$ cat src/rtl/debounce_pkg.sv
// Shared types and constants for the debounce / pulse-generator block.
package debounce_pkg;

  typedef enum logic [1:0] {
    IDLE_LO   = 2'd0,
    CHK_HI    = 2'd1,
    STABLE_HI = 2'd2,
    CHK_LO    = 2'd3
  } state_e;

  localparam int unsigned GLITCH_CNT_W = 8;
  localparam logic [GLITCH_CNT_W-1:0] GLITCH_CNT_MAX = 8'hFF;

endpackage

$ cat src/rtl/debounce_pulse_gen_sync_chain.sv
// Multi-flop synchroniser for an asynchronous single-bit input; q is the last stage.
module sync_chain #(
  parameter int unsigned SYNC_STAGES = 2
) (
  input  logic clk,
  input  logic rst,
  input  logic d,
  output logic q
);

  logic [SYNC_STAGES-1:0] chain;

  always_ff @(posedge clk or posedge rst) begin
    if (rst) begin
      chain <= '0;
    end else begin
      chain <= {chain[SYNC_STAGES-2:0], d};
    end
  end

  assign q = chain[SYNC_STAGES-1];

endmodule

$ cat src/rtl/debounce_pulse_gen.sv
// Synchronise, debounce and edge-detect a bouncy input; one-cycle pulse per debounced rise.
// Optional rejected-glitch counter enabled by defining DEBOUNCE_GLITCH_CNT_EN.
module debounce_pulse_gen
  import debounce_pkg::*;
#(
  parameter int unsigned SYNC_STAGES     = 2,
  parameter int unsigned DEBOUNCE_CYCLES = 16
) (
  input  logic clk,
  input  logic rst,
  input  logic raw_in,
  input  logic enable,
  output logic pulse_out,
  output logic level_out
`ifdef DEBOUNCE_GLITCH_CNT_EN
  ,
  output logic [GLITCH_CNT_W-1:0] glitch_cnt
`endif
);

  localparam int unsigned CNT_W = $clog2(DEBOUNCE_CYCLES + 1);
  localparam logic [CNT_W-1:0] CNT_LAST = CNT_W'(DEBOUNCE_CYCLES - 1);

  logic             sync_q;
  state_e           state_q, state_d;
  logic [CNT_W-1:0] cnt_q, cnt_d;
  logic             level_d;
  logic             pulse_d;

  sync_chain #(
    .SYNC_STAGES(SYNC_STAGES)
  ) u_sync (
    .clk(clk),
    .rst(rst),
    .d  (raw_in),
    .q  (sync_q)
  );

  always_ff @(posedge clk or posedge rst) begin
    if (rst) begin
      state_q   <= IDLE_LO;
      cnt_q     <= '0;
      level_out <= 1'b0;
      pulse_out <= 1'b0;
    end else begin
      state_q   <= state_d;
      cnt_q     <= cnt_d;
      level_out <= level_d;
      pulse_out <= pulse_d;
    end
  end

  // Disabling drops any in-progress check back to the stable state it came from.
  always_comb begin
    state_d = state_q;
    cnt_d   = cnt_q;
    level_d = level_out;
    pulse_d = 1'b0;
    unique case (state_q)
      IDLE_LO: begin
        if (enable && sync_q) begin
          state_d = CHK_HI;
          cnt_d   = CNT_W'(1);
        end
      end
      CHK_HI: begin
        if (!enable || !sync_q) begin
          state_d = IDLE_LO;
          cnt_d   = '0;
        end else if (cnt_q == CNT_LAST) begin
          state_d = STABLE_HI;
          cnt_d   = '0;
          level_d = 1'b1;
          pulse_d = 1'b1;
        end else begin
          cnt_d = cnt_q + CNT_W'(1);
        end
      end
      STABLE_HI: begin
        if (enable && !sync_q) begin
          state_d = CHK_LO;
          cnt_d   = CNT_W'(1);
        end
      end
      CHK_LO: begin
        if (!enable || sync_q) begin
          state_d = STABLE_HI;
          cnt_d   = '0;
        end else if (cnt_q == CNT_LAST) begin
          state_d = IDLE_LO;
          cnt_d   = '0;
          level_d = 1'b0;
        end else begin
          cnt_d = cnt_q + CNT_W'(1);
        end
      end
      default: begin
        state_d = IDLE_LO;
        cnt_d   = '0;
        level_d = 1'b0;
      end
    endcase
  end

`ifdef DEBOUNCE_GLITCH_CNT_EN
  logic glitch_c;

  assign glitch_c = enable && (((state_q == CHK_HI) && !sync_q) ||
                               ((state_q == CHK_LO) &&  sync_q));

  // Saturating count of aborted qualifications.
  always_ff @(posedge clk or posedge rst) begin
    if (rst) begin
      glitch_cnt <= '0;
    end else if (glitch_c && (glitch_cnt != GLITCH_CNT_MAX)) begin
      glitch_cnt <= glitch_cnt + GLITCH_CNT_W'(1);
    end
  end
`endif

endmodule
$ cat config.mk
export PLATFORM = sky130hd
export DESIGN_NAME = debounce_pulse_gen
export DESIGN_NICKNAME = d
export VERILOG_FILES = /design/src/rtl/debounce_pkg.sv /design/src/rtl/debounce_pulse_gen_sync_chain.sv /design/src/rtl/debounce_pulse_gen.sv
export SDC_FILE = /design/constraint.sdc
export NUM_CORES = 1
export LEC_CHECK = 0
export CORE_AREA = 3 3 40 42
export CTS_CLUSTER_DIAMETER = 150
export DETAILED_ROUTE_END_ITERATION = 7
export DIE_AREA = 0 0 43 45
export GPL_ROUTABILITY_DRIVEN = 0
export GPL_TIMING_DRIVEN = 0
export RECOVER_POWER = 25
export SLEW_MARGIN = 30
export SYNTH_ARGS = -nofsm -noshare
export SYNTH_HDL_FRONTEND = slang
export SYNTH_SLANG_ARGS = --single-unit
$ cat constraint.sdc
create_clock -name clk -period 1.7 [get_ports clk]
set_input_delay 0.255 -clock clk [delete_from_list [all_inputs] [get_ports clk]]
set_output_delay 0.255 -clock clk [all_outputs]
set_load 0.05 [all_outputs]
==> flow_summary.toml <==
[setup_path]
reg2reg_to = "level_out$_DFFE_PP0P_"
cp_top_family = "buffers and inverters"
crit_path_end_kind = "output pin"
r2r-start = "cnt_q[0]$_DFFE_PP0P_"
required_ns = 1.44
cpPeakStageDelay_ns = 0.53
cp_cell_sequence = "dlygate4sd2_1"
cp_max_fo = 3
path_buf_inv = 1
reg2reg_depth = 4
cp-start-kind = "register"
rrSetupSlack_ns = 0.29
worst_path_max_delay_cell = "dlygate4sd2_1"
critical_path_class = "reg2out"
arrival_ns = 1.17

[clocking]
cts_resized = 1
cts_buffers = 3
htree_levels = 1
cts_sinks = 11
max-clock-path-buffers = 2
clk_latency_ns = 0.28
cts_root_buf = "clkbuf_4"
ctsHoldBuffers = 0
cts_tree = "built"
clkSlewWorstSetupHoldPaths_ns = 0.06
cts_setup_buffers = 0

[die]
dieArea_um2 = 1940
die_h_um = 45
die_x_um = 43
coreArea_um2 = 1280
num_rows = 13
start_util = 0.407
io_pins = 6

[sta]
hold_slack_ns = 0.349
setup-tns-final_ns = 0
finalClockSkew_ns = 0.0105
period_share = 0.837
worstMarginPinSlew_ns = 0.497
rsz0062_at_grt = "no"
finalCriticalPeriod_ns = 1.42
clock.fmax_mhz = 703
slew_headroom = 0.668
finalWorstSetupSlack_ns = 0.277
drv_slew = 0
hold_violations = 0
setup-violations-final = 0

[power_and_ir_drop]
comb_power_share = 0.091
power_switching_w = 0.000130
p_sw_frac = 0.252
peakVddDrop_uv = 451
cellPowerDensity_nw_per_um2 = 844
power_frac_clock = 0.357
p_leak_nw = 0.291
internal_power_w = 0.000385
seq_power_share = 0.552

[synth]
syn_inst = 49
synth_cell_types = 26
ys_ff_latch = 11
synth_seq_area_share = 0.526
syn_area_per_cell_um2 = 10.7
syn_area_um2 = 523
synth_nets = 54
ys_warn_count = 0

[placed_design]
numPortBuffers = 4
place_ws_ns = 0.288
dp_hpwl_um = 708

[finish]
syn_to_final_growth_pct = 16.5
final.fill_count = 134
finalNetCount = 63
ff_latch_area_um2 = 275
n_antenna_cell = 0
drive_gt1_frac = 0.123
multiInputGateArea_um2 = 224

[detailed_routing]
routed_via_density = 5.53
drt_iter0_markers = 6
drc = 0
drt_wl_total_um = 976
wl_per_cell_um = 13.6
drtPass1Iterations = 3
num_vias = 398
ant_nets = 0

[hold_path]
min_from = "u_sync.chain[0]$_DFF_PP0_"
holdPathStages = 0
min_to = "u_sync.chain[1]$_DFF_PP0_"
hp-class = "reg2reg"

[status]
status = "finished, final reports clean"

[global_routing]
grt_remaining_overflow = 0
antenna_found_initial = 0
grt_pass1_vias = 392
grt_pass1_wl_um = 1850
grt_max_degree = 12
grt_usage = 0.136

[run]
drv_cap = 0
==> placed cells by master, fill, tap and decap left out, drive strengths merged, types with 2 or more instances in the layout <==
cell and instances:
inv 4, dlygate4sd3 2, nor2b 2, nand4 5
dfrtp 11, nand2 3, o21ai 2, clkbuf 6
nand3 3
==> power by group through the flow <==
stage,registers [W],logic [W],clock network [W]
4_1_cts,0.000284,0.0000483,0.000189
3_5_place_dp,0.000289,0.0000482,0
3_3_place_gp,0.000288,0.0000467,0
2_1_floorplan,0.000287,0.0000355,0
5_1_grt,0.000286,0.0000555,0.000202
6_report,0.000284,0.0000466,0.000184
==> synth_stat cells <==
master	number	area (µm²)
nor2b_1	2	12.5
xor2_2	1	16.3
o21a_1	1	7.51
mux2i_1	1	10.0
o21ai_0	2	10.0
a21o_2	1	8.76
o31ai_1	1	7.51
nand4b_1	1	8.76
nand2_1	3	11.3
a21boi_1	1	7.51
xnor2_1	1	8.76
dfrtp_1	11	275
ha_1	1	12.5
and2_2	1	7.51
a22oi_1	1	7.51
inv_1	4	15.0
clkbuf_1	1	3.75
nand3_1	3	15.0
a21oi_1	1	5.00
and4b_1	1	10.0
nor2_1	1	3.75
nand4_1	5	31.3
o211ai_1	1	7.51
clkbuf_2	1	5.00
o32ai_1	1	8.76
nand2b_1	1	6.26
==> routing by layer <==
metal	vias to the layer above	global-route usage	share of wire
li1	193	-	-
met1	191	0.184	0.49
met2	9	0.180	0.43
met3	5	0.0518	0.052
met4	0	0.0904	0.028
met5	-	0	0
==> flip-flops by register name, summed over array words and instances, names as in the netlist <==
| register | count |
|---|---|
| state_q | 2 |
| cnt_q | 5 |
| u_sync.chain | 2 |
| pulse_out | 1 |
| level_out | 1 |
==> logic make-up after synthesis <==
| logic type | Yosys count | share of synthesized area |
|---|---|---|
| buffers and inverters | 6 | 0.0454 |
| muxes | 1 | 0.0191 |
| DFF | 11 | 0.526 |
| and+or+nand+nor | 18 | 0.203 |
| xor gates and xnor gates | 2 | 0.0479 |
| adders and majority gates | 1 | 0.0239 |
| AOI/OAI and AO/OA | 10 | 0.134 |
==> stage by stage <==
stage	cell area, µm²	power (W)	utilization	cells
final	609	0.000514	0.474	72
after global placement	582	0.000335	0.453	68
after CTS	607	0.000522	0.472	72
after floorplan	523	0.000322	-	49
after global routing	609	0.000543	0.474	72
after detailed placement	582	0.000337	0.453	68
==> area by class of cell <==
class                   instances  area share
multi-input cells              32       0.368
plain buffers                   2      0.0144
repair buffers                  4      0.0678
inverters                       4      0.0246
clock buffers                   4      0.0431
flip-flops and latches         11       0.452
well taps                      15      0.0308
==> worst max path at each step <==
stage                     startpoint                     to  slack, ns  depth (start not counted)
5_1_grt         cnt_q[0]$_DFFE_PP0P_  level_out$_DFFE_PP0P_       0.14                          4
6_report       level_out$_DFFE_PP0P_              level_out       0.28                          1
3_5_place_dp   level_out$_DFFE_PP0P_              level_out       0.29                          1
2_1_floorplan   cnt_q[0]$_DFFE_PP0P_  level_out$_DFFE_PP0P_       0.50                          4
4_1_cts          pulse_out$_DFF_PP0_              pulse_out      0.008                          1
3_3_place_gp   level_out$_DFFE_PP0P_              level_out       0.29                          1
No activity file was read; power rests on OpenSTA's default activity.
